`src/rtl/w80386dx_bus_pkg.sv`:
```
// Shared types and helpers for the i386-style bus cycle unit.
package w80386dx_bus_pkg;

  localparam int unsigned ADDR_W     = 32;
  localparam int unsigned DATA_W     = 32;
  localparam int unsigned BUS_ADDR_W = 30;
  localparam int unsigned BE_W       = 4;

  typedef enum logic [2:0] {
    ST_IDLE,
    ST_T1,
    ST_T2,
    ST_T1B,
    ST_T2B,
    ST_RESP
  } bus_state_e;

  typedef enum logic [1:0] {
    SZ_BYTE  = 2'b00,
    SZ_WORD  = 2'b01,
    SZ_DWORD = 2'b10,
    SZ_RSVD  = 2'b11
  } acc_size_e;

  typedef logic [BE_W-1:0] be_n_t;

  // Number of bytes moved by an access; the reserved encoding behaves as a dword.
  function automatic logic [2:0] size_bytes(input acc_size_e size);
    case (size)
      SZ_BYTE: return 3'd1;
      SZ_WORD: return 3'd2;
      default: return 3'd4;
    endcase
  endfunction

  // LSB-aligned mask keeping only the bytes that belong to the access.
  function automatic logic [DATA_W-1:0] size_mask(input acc_size_e size);
    case (size)
      SZ_BYTE: return 32'h0000_00FF;
      SZ_WORD: return 32'h0000_FFFF;
      default: return 32'hFFFF_FFFF;
    endcase
  endfunction

endpackage

```
`src/rtl/byte_enable_generate.sv`:
```
// Byte-lane decode: {offset, size} -> active-low byte enables for both halves
// of an access, plus whether the access crosses a dword boundary.
module byte_enable_generate
  import w80386dx_bus_pkg::*;
(
  input  logic [1:0] off_i,
  input  acc_size_e  size_i,
  output be_n_t      be_lo_n_o,
  output be_n_t      be_hi_n_o,
  output logic       split_o
);

  logic [3:0] end_c;

  // Lanes off..end-1 belong to the first dword, lanes beyond 4 spill into the second.
  always_comb begin
    end_c     = 4'(off_i) + 4'(size_bytes(size_i));
    be_lo_n_o = '1;
    be_hi_n_o = '1;
    for (int i = 0; i < 4; i++) begin
      if ((4'(i) >= 4'(off_i)) && (4'(i) < end_c)) be_lo_n_o[i] = 1'b0;
      if (4'(i + 4) < end_c) be_hi_n_o[i] = 1'b0;
    end
    split_o = (end_c > 4'd4);
  end

endmodule

```
`src/rtl/bus_cycle_unit.sv`:
```
// i386-style bus cycle engine: accepts one physical access at a time, runs
// T1/T2 cycles (split into two when crossing a dword), returns read data.
// Optional wait-state timeout abort is enabled by defining BUS_TIMEOUT_EN.
module bus_cycle_unit
  import w80386dx_bus_pkg::*;
#(
  parameter int unsigned TIMEOUT_CYCLES = 255
) (
  input  logic                  clock,
  input  logic                  reset,
  input  logic                  req_valid,
  output logic                  req_ready,
  input  logic [ADDR_W-1:0]     req_address,
  input  logic                  req_write,
  input  logic [1:0]            req_size,
  input  logic [DATA_W-1:0]     req_wdata,
  output logic                  rsp_valid,
  output logic [DATA_W-1:0]     rsp_rdata,
  output logic                  rsp_fault,
  output logic [BUS_ADDR_W-1:0] bus_address,
  output logic [BE_W-1:0]       bus_be_n,
  output logic                  bus_ads_n,
  output logic                  bus_wr_n,
  output logic [DATA_W-1:0]     bus_data_out,
  output logic                  bus_data_oe,
  input  logic [DATA_W-1:0]     bus_data_in,
  input  logic                  bus_ready_n
);

  bus_state_e              state_q, state_d;
  logic                    req_ready_q, req_ready_d;
  logic                    rsp_valid_q, rsp_valid_d;
  logic                    rsp_fault_q, rsp_fault_d;
  logic [DATA_W-1:0]       rsp_rdata_q, rsp_rdata_d;
  logic [BUS_ADDR_W-1:0]   bus_address_q, bus_address_d;
  be_n_t                   bus_be_n_q, bus_be_n_d;
  logic                    bus_ads_n_q, bus_ads_n_d;
  logic                    bus_wr_n_q, bus_wr_n_d;
  logic [DATA_W-1:0]       bus_data_out_q, bus_data_out_d;
  logic                    bus_data_oe_q, bus_data_oe_d;

  logic [1:0]              off_q, off_d;
  acc_size_e               size_q, size_d;
  logic                    write_q, write_d;
  logic [DATA_W-1:0]       wdata_q, wdata_d;
  logic                    split_q, split_d;
  be_n_t                   be_hi_n_q, be_hi_n_d;
  logic [DATA_W-1:0]       lo_data_q, lo_data_d;

  be_n_t                   be_lo_n_c, be_hi_n_c;
  logic                    split_c;
  logic [5:0]              hi_shift_c;

  // Lane decode of the incoming request, used at accept time.
  byte_enable_generate u_be_gen (
    .off_i     (req_address[1:0]),
    .size_i    (acc_size_e'(req_size)),
    .be_lo_n_o (be_lo_n_c),
    .be_hi_n_o (be_hi_n_c),
    .split_o   (split_c)
  );

  // Shift that moves the upper part of a split access to/from lane 0.
  assign hi_shift_c = 6'd32 - {1'b0, off_q, 3'b000};

  // Realign the two captured dwords into an LSB-aligned result of the access size.
  function automatic logic [DATA_W-1:0] assemble(input logic [DATA_W-1:0] lo,
                                                 input logic [DATA_W-1:0] hi,
                                                 input logic [1:0]        off,
                                                 input acc_size_e         size);
    logic [5:0] sh_lo;
    logic [5:0] sh_hi;
    sh_lo = {1'b0, off, 3'b000};
    sh_hi = 6'd32 - sh_lo;
    return ((lo >> sh_lo) | (hi << sh_hi)) & size_mask(size);
  endfunction

`ifdef BUS_TIMEOUT_EN
  localparam int unsigned WAIT_W = $clog2(TIMEOUT_CYCLES + 1);
  logic [WAIT_W-1:0] wait_cnt_q, wait_cnt_d;
  logic              timeout_c;

  // Last permitted wait state: the next one aborts the access.
  assign timeout_c = bus_ready_n && (wait_cnt_q == WAIT_W'(TIMEOUT_CYCLES - 1));

  // Wait-state counter: cleared in T1 so it starts at zero in each T2.
  always_comb begin
    wait_cnt_d = wait_cnt_q;
    if ((state_q == ST_T1) || (state_q == ST_T1B)) begin
      wait_cnt_d = '0;
    end else if (((state_q == ST_T2) || (state_q == ST_T2B)) && bus_ready_n) begin
      wait_cnt_d = wait_cnt_q + WAIT_W'(1);
    end
  end

  // Wait-state counter register.
  always_ff @(posedge clock or posedge reset) begin
    if (reset) wait_cnt_q <= '0;
    else       wait_cnt_q <= wait_cnt_d;
  end
`else
  logic [31:0] unused_timeout_cycles;
  assign unused_timeout_cycles = 32'(TIMEOUT_CYCLES);
`endif

  // Next-state and registered-output decode for the bus cycle sequence.
  always_comb begin
    state_d        = state_q;
    req_ready_d    = 1'b0;
    rsp_valid_d    = 1'b0;
    rsp_fault_d    = 1'b0;
    rsp_rdata_d    = '0;
    bus_ads_n_d    = 1'b1;
    bus_be_n_d     = bus_be_n_q;
    bus_address_d  = bus_address_q;
    bus_wr_n_d     = bus_wr_n_q;
    bus_data_out_d = bus_data_out_q;
    bus_data_oe_d  = bus_data_oe_q;
    off_d          = off_q;
    size_d         = size_q;
    write_d        = write_q;
    wdata_d        = wdata_q;
    split_d        = split_q;
    be_hi_n_d      = be_hi_n_q;
    lo_data_d      = lo_data_q;

    unique case (state_q)
      ST_IDLE: begin
        req_ready_d   = 1'b1;
        bus_be_n_d    = '1;
        bus_data_oe_d = 1'b0;
        if (req_valid && req_ready_q) begin
          off_d          = req_address[1:0];
          size_d         = acc_size_e'(req_size);
          write_d        = req_write;
          wdata_d        = req_wdata;
          split_d        = split_c;
          be_hi_n_d      = be_hi_n_c;
          req_ready_d    = 1'b0;
          state_d        = ST_T1;
          bus_ads_n_d    = 1'b0;
          bus_address_d  = req_address[ADDR_W-1:2];
          bus_be_n_d     = be_lo_n_c;
          bus_wr_n_d     = req_write;
          bus_data_out_d = req_wdata << {req_address[1:0], 3'b000};
          bus_data_oe_d  = req_write;
        end
      end
      ST_T1:  state_d = ST_T2;
      ST_T1B: state_d = ST_T2B;
      ST_T2, ST_T2B: begin
        if (!bus_ready_n) begin
          lo_data_d = bus_data_in;
          if ((state_q == ST_T2) && split_q) begin
            state_d        = ST_T1B;
            bus_ads_n_d    = 1'b0;
            bus_address_d  = bus_address_q + BUS_ADDR_W'(1);
            bus_be_n_d     = be_hi_n_q;
            bus_data_out_d = wdata_q >> hi_shift_c;
          end else begin
            state_d       = ST_RESP;
            rsp_valid_d   = 1'b1;
            bus_be_n_d    = '1;
            bus_data_oe_d = 1'b0;
            if (!write_q) begin
              rsp_rdata_d = (state_q == ST_T2) ? assemble(bus_data_in, '0, off_q, size_q)
                                               : assemble(lo_data_q, bus_data_in, off_q, size_q);
            end
          end
        end
`ifdef BUS_TIMEOUT_EN
        else if (timeout_c) begin
          state_d       = ST_RESP;
          rsp_valid_d   = 1'b1;
          rsp_fault_d   = 1'b1;
          bus_be_n_d    = '1;
          bus_data_oe_d = 1'b0;
        end
`endif
      end
      ST_RESP: begin
        state_d     = ST_IDLE;
        req_ready_d = 1'b1;
      end
      default: state_d = ST_IDLE;
    endcase
  end

  // State, output and request-latch registers.
  always_ff @(posedge clock or posedge reset) begin
    if (reset) begin
      state_q        <= ST_IDLE;
      req_ready_q    <= 1'b0;
      rsp_valid_q    <= 1'b0;
      rsp_fault_q    <= 1'b0;
      rsp_rdata_q    <= '0;
      bus_address_q  <= '0;
      bus_be_n_q     <= '1;
      bus_ads_n_q    <= 1'b1;
      bus_wr_n_q     <= 1'b0;
      bus_data_out_q <= '0;
      bus_data_oe_q  <= 1'b0;
      off_q          <= '0;
      size_q         <= SZ_BYTE;
      write_q        <= 1'b0;
      wdata_q        <= '0;
      split_q        <= 1'b0;
      be_hi_n_q      <= '1;
      lo_data_q      <= '0;
    end else begin
      state_q        <= state_d;
      req_ready_q    <= req_ready_d;
      rsp_valid_q    <= rsp_valid_d;
      rsp_fault_q    <= rsp_fault_d;
      rsp_rdata_q    <= rsp_rdata_d;
      bus_address_q  <= bus_address_d;
      bus_be_n_q     <= bus_be_n_d;
      bus_ads_n_q    <= bus_ads_n_d;
      bus_wr_n_q     <= bus_wr_n_d;
      bus_data_out_q <= bus_data_out_d;
      bus_data_oe_q  <= bus_data_oe_d;
      off_q          <= off_d;
      size_q         <= size_d;
      write_q        <= write_d;
      wdata_q        <= wdata_d;
      split_q        <= split_d;
      be_hi_n_q      <= be_hi_n_d;
      lo_data_q      <= lo_data_d;
    end
  end

  assign req_ready    = req_ready_q;
  assign rsp_valid    = rsp_valid_q;
  assign rsp_fault    = rsp_fault_q;
  assign rsp_rdata    = rsp_rdata_q;
  assign bus_address  = bus_address_q;
  assign bus_be_n     = bus_be_n_q;
  assign bus_ads_n    = bus_ads_n_q;
  assign bus_wr_n     = bus_wr_n_q;
  assign bus_data_out = bus_data_out_q;
  assign bus_data_oe  = bus_data_oe_q;

endmodule
```
`config.mk`:
```
export PLATFORM = sky130hd
export DESIGN_NAME = bus_cycle_unit
export DESIGN_NICKNAME = d
export VERILOG_FILES = /design/src/rtl/w80386dx_bus_pkg.sv /design/src/rtl/byte_enable_generate.sv /design/src/rtl/bus_cycle_unit.sv
export SDC_FILE = /design/constraint.sdc
export NUM_CORES = 1
export LEC_CHECK = 0
export ABC_AREA = 1
export BUFFER_PORTS_ARGS = -buffer_cell sky130_fd_sc_hd__buf_4
export CORE_UTILIZATION = 35
export DETAILED_ROUTE_END_ITERATION = 8
export HOLD_SLACK_MARGIN = 0.02
export SETUP_SLACK_MARGIN = 0.5
export SLEW_MARGIN = 20
export SYNTH_ARGS = -nofsm -noshare
export SYNTH_HDL_FRONTEND = slang
export SYNTH_SLANG_ARGS = --single-unit
```
`constraint.sdc`:
```
create_clock -name clock -period 8.1 [get_ports clock]
set_input_delay 0.81 -clock clock [delete_from_list [all_inputs] [get_ports clock]]
set_output_delay 0.81 -clock clock [all_outputs]
set_load 0.05 [all_outputs]
```
==> run metrics, run 1 <==
status=finished, final reports clean; ys async rst share=100%; Root Buffer=clkbuf_16; dpl ws=4.66 ns; Final Hold Viols=0; achievable frequency=286 MHz; Starting DRT DRC Count=867; total power per unit cell area=440 nW/µm²; CTS clock-pin slew for the worst setup and hold paths=0.07 ns; Critical Path Fanout Max=41; synthesized flop and latch total=179; ANT cells=0; Seq pwr share=27.0%; CTS tree=built; Bufs and invs on worst path=5; most frequent cells in the layout=nand2_1 (541), o21ai_0 (238), buf_4 (217); worst endpoint required time=8.47 ns; I/O Buffers=205; Setup Fix Bufs, Post-CTS=0; RSZ-0062 raised after global routing=no; commonest non-fill, non-tap cell in the layout=nand2_1; share of cells above drive strength 1=16.9%; DR DRC count=0; EDFF count, synth=0; Worst EP arrival=3.87 ns; vias per std cell=5.09; CTS resizes=0; Hold WC Path Type=in -> async; delay-heaviest family, CP=buffers and inverters; Seq/Total Area, Yosys=41.0%; Final Worst Setup Slack=4.60 ns; fin nets=1886; pin count of the biggest net entering global routing=100; Mapped Cells=1629; Tmin final=3.50 ns; GRT overflow=0; die width=179 µm; Final Util=43.3%; count of final max-slew check failures=0; total track usage=23.9%; Final GP Congestion=0.875; die height=179 µm; maximum vdd ir drop=0.348 mV; Total Neg Setup Slack=0 ns; max-capacitance violation count=0; Switching Fraction=53.2%; worst skew pair latency=0.44 ns; Logic pwr share=58.9%; vias in the first global route=10500; crit-path cells=buf_4, clkinv_1, ha_1, buf_4, nor2_4, clkinv_1, nor2_4, inv_1, nor2_1, o21ai_0, nand2_1; TritonRoute pass-1 iters=6; Initial Utilization=35.7%; Vias=11100; Setup violations, final=0; Main synth FF type=dfrtp_1; crit path launch type=flip-flop; Post-Syn Area per Cell=6.72 µm²; Mapped Nets=1738; crit end category=flip-flop; Core Box Area=30700 µm²; # fillers=3189; slew of the pin with the lowest slew margin=0.976 ns; final instance area=13300 µm²; Area Growth Syn to Fin=21.2%; max_slew headroom=35.0%; IO Count=207; Synth cell types=41; total CTS buffers=17; switching pwr=3.11 mW; Clock power frac=14.1%; Post-DP HPWL=26.2 mm; WL final=37.2 mm; die area=32000 µm²; row cnt=64; leakage=6.64 nW; Worst Skew=0.00943 ns; largest stage delay on the critical path=0.46 ns; Critical-path top delay cell=clkinv_1; clock sinks=179; CP Class=reg -> reg; CTS Buffer Depth=2; Ys Warns=0; H-tree depth=4; synthesized area=11000 µm²; global-route wire length before repair=58.8 mm; placed cell area=12700 µm²; initial antenna violation count=0; R2R Setup Slk=4.60 ns; drt wl/cell=17.0 µm; Hold Buf Count CTS=0; Int Power=2.73 mW; Final Cycle Share=43.2%; post-route ant nets=0
[registers in the layout (all words and copies together), names as in the netlist]
register      count
off_q             2
write_q           1
lo_data_q        32
wdata_q          32
req_ready         1
bus_ads_n         1
split_q           1
bus_be_n          4
state_q           3
bus_data_oe       1
size_q            2
rsp_valid         1
rsp_rdata        32
bus_address      30
bus_data_out     32
be_hi_n_q         4
[worst paths after layout]
| path | endpoint | cells past startpoint | start |
|---|---|---|---|
| hold reg to reg | be_hi_n_q[3] | 2 | be_hi_n_q[3] |
| setup / recovery | bus_data_out[17] | 11 | off_q[1] |
| max in group asynchronous | off_q[0] | 3 | reset |
| min in group clock | be_hi_n_q[3] | 2 | be_hi_n_q[3] |
| hold / removal | rsp_rdata[6] | 2 | reset |
| setup reg to reg | bus_data_out[17] | 11 | off_q[1] |
[metrics by stage]
stage / power [mW] / cells / hold slack (ns)
CTS: 5.85 / 2186 / 0.442
global route: 6.36 / 2186 / 0.462
floorplan: 4.04 / 1629 / 0.446
global placement: 5.00 / 2154 / 0.458
finish: 5.84 / 2186 / 0.430
detailed placement: 5.02 / 2154 / 0.468
[worst register-to-register path, stage by stage, from the launching register on]
cell and delay (ns):
dfrtp_1 0.32, buf_4 0.32, clkinv_1 0.16, ha_1 0.33, buf_4 0.30, nor2_4 0.38
clkinv_1 0.46, nor2_4 0.43, inv_1 0.28, nor2_1 0.16, o21ai_0 0.18, nand2_1 0.11
[logic make-up (layout without fill, tap and decap cells)]
logic type	Yosys count	after routing	share of synthesized area (%)
and+or+nand+nor	845	845	31.1
DFF	179	179	41.0
AOI/OAI and AO/OA	337	337	16.6
muxes	11	11	1.13
buffers and inverters	244	405	8.89
other	1	1	0.0342
xor gates and xnor gates	6	6	0.480
adders and majority gates	6	6	0.754
[power groups by stage]
stage          Sequential (mW)  Combinational (mW)  Clock [mW]
2_1_floorplan             2.10                1.94           0
3_3_place_gp              1.59                3.41           0
3_5_place_dp              1.59                3.42           0
4_1_cts                   1.58                3.43       0.838
5_1_grt                   1.63                3.85       0.878
6_report                  1.58                3.44       0.821
[synthesized netlist by cell type, types with 6 or more instances]
library cell / instances / area [µm²]
nor2_1: 165 / 619
mux2_2: 11 / 124
clkbuf_1: 53 / 199
or2_2: 11 / 68.8
buf_2: 29 / 145
a211oi_1: 8 / 60.1
nand3_1: 106 / 531
a21boi_0: 8 / 60.1
nor3_1: 6 / 30.0
o21ai_1: 7 / 35.0
dfstp_2: 9 / 236
dfrtp_1: 170 / 4250
o21ai_0: 238 / 1190
a21oi_1: 38 / 190
inv_1: 146 / 548
o211ai_1: 19 / 143
a22oi_1: 8 / 60.1
nand2_1: 541 / 2030
[cell type report]
class / instances / area, µm² / area share [%]
Timing Repair Buffer: 217 / 1630 / 12.3
Sequential cell: 179 / 4490 / 33.8
Clock buffer: 20 / 447 / 3.36
Clock inverter: 12 / 124 / 0.933
Tap cell: 396 / 495 / 3.73
Multi-Input combinational cell: 1206 / 5500 / 41.4
Inverter: 156 / 593 / 4.47
[routing by layer]
metal | global-route usage [%] | up-vias | routed length (µm)
li1 | - | 5503 | -
met1 | 34.2 | 5187 | 17100
met2 | 36.3 | 386 | 16700
met5 | 0 | - | 0
met3 | 3.63 | 52 | 2380
met4 | 8.33 | 0 | 974
No activity file was read; power rests on OpenSTA's default activity.
==> run 2, diff against run 1 <==
clock period = 3.6 ns   (was 8.1 ns; I/O delays follow)
==> run 2 against run 1 <==
Net effect:
- global-route usage increased by 0.13 points
- highest routed layer unchanged
- register-to-register slack got worse by 3.7 ns
- clock power rose by 130%
- critical endpoint is now rsp_rdata[31]
- wire length rose by 1.2%
==> run metrics, run 2 (same netlist as run 1, synthesis figures left out) <==
Worst EP arrival=3.07 ns (-0.80 ns); total power per unit cell area=991 nW/µm² (+130%); crit path launch type=flip-flop; GRT overflow=0 (unchanged); achievable frequency=369 MHz (+29%); CTS Buffer Depth=2 (unchanged); RSZ-0062 raised after global routing=no; Final GP Congestion=0.876 (about the same); leakage=6.67 nW (+0.34%); Area Growth Syn to Fin=22.0%; most frequent cells in the layout=nand2_1 (541), o21ai_0 (238), buf_4 (222); Final Worst Setup Slack=0.888 ns (-3.71 ns); global-route wire length before repair=58.4 mm (-0.67%); clock sinks=179 (unchanged); Critical Path Fanout Max=60 (+46%); die area=32000 µm² (unchanged); post-route ant nets=0 (unchanged); Setup violations, final=0 (unchanged); I/O Buffers=205 (unchanged); Starting DRT DRC Count=880 (+1.5%); Root Buffer=clkbuf_16; Post-DP HPWL=26.9 mm (+2.6%); share of cells above drive strength 1=17.2% (+0.27 points); Total Neg Setup Slack=0 ns (unchanged); count of final max-slew check failures=0 (unchanged); ANT cells=0 (unchanged); row cnt=64 (unchanged); commonest non-fill, non-tap cell in the layout=nand2_1; total track usage=24.0% (+0.13 points); H-tree depth=4 (unchanged); Vias=11300 (+1.2%); die height=179 µm (unchanged); Initial Utilization=35.7% (unchanged); CTS tree=built; maximum vdd ir drop=0.667 mV (+92%); Hold Buf Count CTS=0 (unchanged); dpl ws=0.754 ns (-3.91 ns); DR DRC count=0 (unchanged); fin nets=1893 (+0.37%); CTS clock-pin slew for the worst setup and hold paths=0.07 ns (about the same); worst endpoint required time=3.96 ns (-4.51 ns); Final Cycle Share=75.3% (+32 points); TritonRoute pass-1 iters=7 (+1); IO Count=207 (unchanged); crit end category=flip-flop; CTS resizes=0 (unchanged); final instance area=13400 µm² (+0.61%); vias per std cell=5.14 (+0.93%); status=finished, final reports clean; Worst Skew=0.0148 ns (+0.00536 ns); placed cell area=12800 µm² (+0.60%); Hold WC Path Type=in -> async; max-capacitance violation count=0 (unchanged); worst skew pair latency=0.46 ns (+0.02 ns); slew of the pin with the lowest slew margin=0.988 ns (+0.0126 ns); total CTS buffers=17 (unchanged); die width=179 µm (unchanged); pin count of the biggest net entering global routing=111 (+11%); CP Class=reg -> reg; max_slew headroom=34.1% (-0.84 points); WL final=37.6 mm (+1.2%); Final Hold Viols=0 (unchanged); initial antenna violation count=0 (unchanged); Setup Fix Bufs, Post-CTS=0 (unchanged); Tmin final=2.71 ns (-0.788 ns); vias in the first global route=10300 (-1.4%); drt wl/cell=17.2 µm (+0.91%); Core Box Area=30700 µm² (unchanged); Final Util=43.6% (+0.27 points)
run 2: cell count changes in the layout (fill, tap and decap cells not counted), sizes merged:
cell | previous run | this run
inv | 157 | 156
clkinv | 8 | 6
buf | 217 | 224
clkinvlp | 2 | 5
run 2: cell type report:
cell class	instances	area (µm²)
multi-input combinational	1206	5510
fill	3251	17300
sequential	179	4490
clock buffer	20	447
clock inverter	12	120
tap	396	495
inverter	156	592
timing repair buffer	224	1710
run 2: worst paths after layout:
kind,start,to,slack (ns),depth (start not counted)
max reg2reg,state_q[2],rsp_rdata[31],0.89,10
max in group asynchronous,reset,off_q[0],2.99,3
max,state_q[2],rsp_rdata[31],0.89,10
min in group clock,req_wdata[28],wdata_q[28],0.12,3
min reg2reg,be_hi_n_q[0],be_hi_n_q[0],0.47,2
min,reset,rsp_rdata[15],0.04,3
run 2: per-stage QoR:
stage / hold slack, ns / total power, mW / std cells
3_5_place_dp: 0.463 / 11.4 / 2161
4_1_cts: 0.0597 / 13.3 / 2193
6_report: 0.0434 / 13.2 / 2193
2_1_floorplan: 0.446 / 9.08 / 1629
5_1_grt: 0.0759 / 14.3 / 2193
3_3_place_gp: 0.454 / 11.3 / 2161
run 2: critical path, cell delays in order (launching register included):
cell     delay [ns]
dfrtp_1        0.41
nor2_2         0.17
nand2_2        0.11
nand2_4        0.09
buf_4          0.53
nand2_8        0.36
nor2_4         0.21
nand2_2        0.09
inv_4          0.13
nand2_2        0.26
a21oi_1        0.23
run 2: power breakdown:
group / total [mW] / internal, mW / switching (mW) / leakage [nW]
sequential: 3.54 / 2.88 / 0.659 / 2.25
combinational: 7.85 / 2.34 / 5.52 / 4.15
clock: 1.85 / 0.984 / 0.869 / 0.266
run 2: per-layer routing:
metal / share of wire [%] / track usage [%]
met3: 6.7 / 4.16
met4: 2.7 / 8.79
met2: 45 / 36.6
met5: 0 / 0
met1: 46 / 33.7
==> run 3, diff against run 2 <==
clock period = 2.6 ns   (was 3.6 ns; I/O delays follow)
==> run 3 against run 2 <==
Net effect:
- register-to-register slack worse by 0.25 ns
- final cell count is 0.41% higher
- maximum frequency is 38% higher
- hold slack worse by 0.010 ns
- combinational power is 39% higher
- core utilization is 0.66 points higher
- sequential share of layout area is 0.50 points lower
- largest cell class unchanged
- cell area is 1.5% higher
- critical endpoint is now rsp_rdata[1]
- sequential cell count stayed put
- sequential power is 38% higher
==> run metrics, run 3 (same netlist as run 1, synthesis figures left out) <==
achievable frequency=510 MHz (+38%); commonest non-fill, non-tap cell in the layout=nand2_1; Post-DP HPWL=26.6 mm (-1.0%); Final Util=44.2% (+0.66 points); Seq pwr share=26.3% (-0.4 points); drt wl/cell=17.0 µm (-0.98%); Area Growth Syn to Fin=23.8%; vias per std cell=5.10 (-0.82%); Worst EP arrival=2.25 ns (-0.82 ns); Critical Path Fanout Max=99 (+65%); final cell count without fillers=2202 (+0.41%); DR DRC count=0 (unchanged); placed cell area=12900 µm² (+0.90%); placed cells=2169 (+0.37%); most frequent cells in the layout=nand2_1 (540), o21ai_0 (238), buf_4 (222); Worst Skew=0.0130 ns (-0.00181 ns); register area=4490 µm² (unchanged); status=finished, final reports clean; count of final max-slew check failures=0 (unchanged); Switching Fraction=52.5% (-0.74 points); # fillers=3208 (-1.3%); total track usage=24.0% (about the same); share of cells above drive strength 1=17.9% (+0.69 points); Final Power=18.6 mW (+41%); CTS Buffer Depth=2 (unchanged); post-route ant nets=0 (unchanged); CTS tree=built; Final GP Congestion=0.887 (+1.3%); global-route wire length before repair=58.5 mm (+0.27%); Multi-input gate area=5510 µm² (+0.11%); FF-to-FF Start=off_q[0]; R2R Setup Slk=0.64 ns (-0.25 ns); total CTS buffers=17 (unchanged); Bufs and invs on worst path=1 (-1); max_slew headroom=49.5% (+15 points); WL final=37.4 mm (-0.57%); die area=32000 µm² (unchanged); vias in the first global route=10600 (+2.4%); crit path launch type=flip-flop; total power per unit cell area=1370 nW/µm² (+38%); pin count of the biggest net entering global routing=100 (-9.9%); Tmin final=1.96 ns (-0.752 ns); leakage=6.77 nW (+1.6%); Final Cycle Share=75.4% (about the same); final instance area=13600 µm² (+1.5%); worst endpoint required time=2.89 ns (-1.07 ns); Initial Utilization=35.7% (unchanged); delay-heaviest family, CP=simple AND/OR/NAND/NOR gates; Total Neg Setup Slack=0 ns (unchanged); worst skew pair latency=0.45 ns (about the same); Int Power=8.85 mW (+43%); die width=179 µm (unchanged); CP Class=reg -> reg; Starting DRT DRC Count=1061 (+21%); Hold Crit Start=req_wdata[25]; Setup violations, final=0 (unchanged); die height=179 µm (unchanged); Logic pwr share=58.8% (-0.5 points); max-capacitance violation count=0 (unchanged); Final Hold Viols=0 (unchanged); Clock power frac=14.9% (+0.9 points); ANT cells=0 (unchanged); Vias=11200 (-0.42%); H-tree depth=4 (unchanged); Core Box Area=30700 µm² (unchanged); Critical-path top delay cell=dfrtp_2; initial antenna violation count=1 (+1); I/O Buffers=205 (unchanged); CTS clock-pin slew for the worst setup and hold paths=0.08 ns (about the same); RSZ-0062 raised after global routing=no; crit end category=flip-flop; IO Count=207 (unchanged); clock sinks=179 (unchanged); Hold WC Path Type=in -> reg; switching pwr=9.77 mW (+39%); maximum vdd ir drop=0.645 mV (-3.3%); GRT overflow=0 (unchanged); Setup Fix Bufs, Post-CTS=0 (unchanged); fin nets=1902 (+0.48%); Root Buffer=clkbuf_16; slew of the pin with the lowest slew margin=0.755 ns (-0.233 ns); largest stage delay on the critical path=0.41 ns (-0.12 ns); crit path launch=off_q[0]; row cnt=64 (unchanged); TritonRoute pass-1 iters=6 (-1); crit-path cells=clkbuf_8, or2_2, o21ai_0, nand2_1, a22oi_1, a21oi_1
-- run 3: final timing paths --
kind,endpoint,cells after the start
setup / recovery,rsp_rdata[1],6
hold / removal,wdata_q[25],3
setup reg to reg,rsp_rdata[1],6
hold reg to reg,be_hi_n_q[0],2
max in group asynchronous,bus_be_n[0],4
min in group asynchronous,rsp_rdata[4],3
-- run 3: area by class of cell --
cell class	count	area share (%)
repair buffers	233	13.6
clock inverters	13	1.24
inverters	156	4.40
clock buffers	19	3.34
multi-input cells	1206	40.7
well taps	396	3.65
flip-flops and latches	179	33.1
-- run 3: stage by stage --
stage | hold slack [ns] | setup WS [ns]
floorplan | 0.381 | 0.0527
global placement | 0.438 | 0.505
detailed placement | 0.443 | 0.468
CTS | 0.0207 | 0.556
global route | 0.0336 | 0.501
finish | 0.0330 | 0.640
-- run 3: what timing repair did --
action | 4_1_cts | 5_1_grt
setup endpoints to repair | 10 | 9
endpoints found under the hold margin | 16 | 0
hold buffers | 1 | 0
resized for setup | 4 | 5
-- run 3: per-layer routing --
layer  up-vias  GRT usage (%)  share of wire [%]
li1       5526              -                  -
met1      5228           34.1                 46
met2       406           36.3                 44
met3        60           3.80                6.3
met4         0           9.36                3.0
met5         -              0                  0
-- run 3: power by group through the flow --
stage / Clock [mW] / Combinational (mW) / Sequential (mW)
finish: 2.78 / 10.9 / 4.90
detailed placement: 0 / 10.9 / 4.94
floorplan: 0 / 6.06 / 6.54
global route: 2.95 / 12.2 / 5.05
global placement: 0 / 10.8 / 4.92
CTS: 2.84 / 10.9 / 4.90
-- run 3: worst reg2reg max path: stages, from the launching register on --
cell and delay [ns]:
dfrtp_2 0.41, clkbuf_8 0.36, or2_2 0.42, o21ai_0 0.18
nand2_1 0.11, a22oi_1 0.18, a21oi_1 0.13
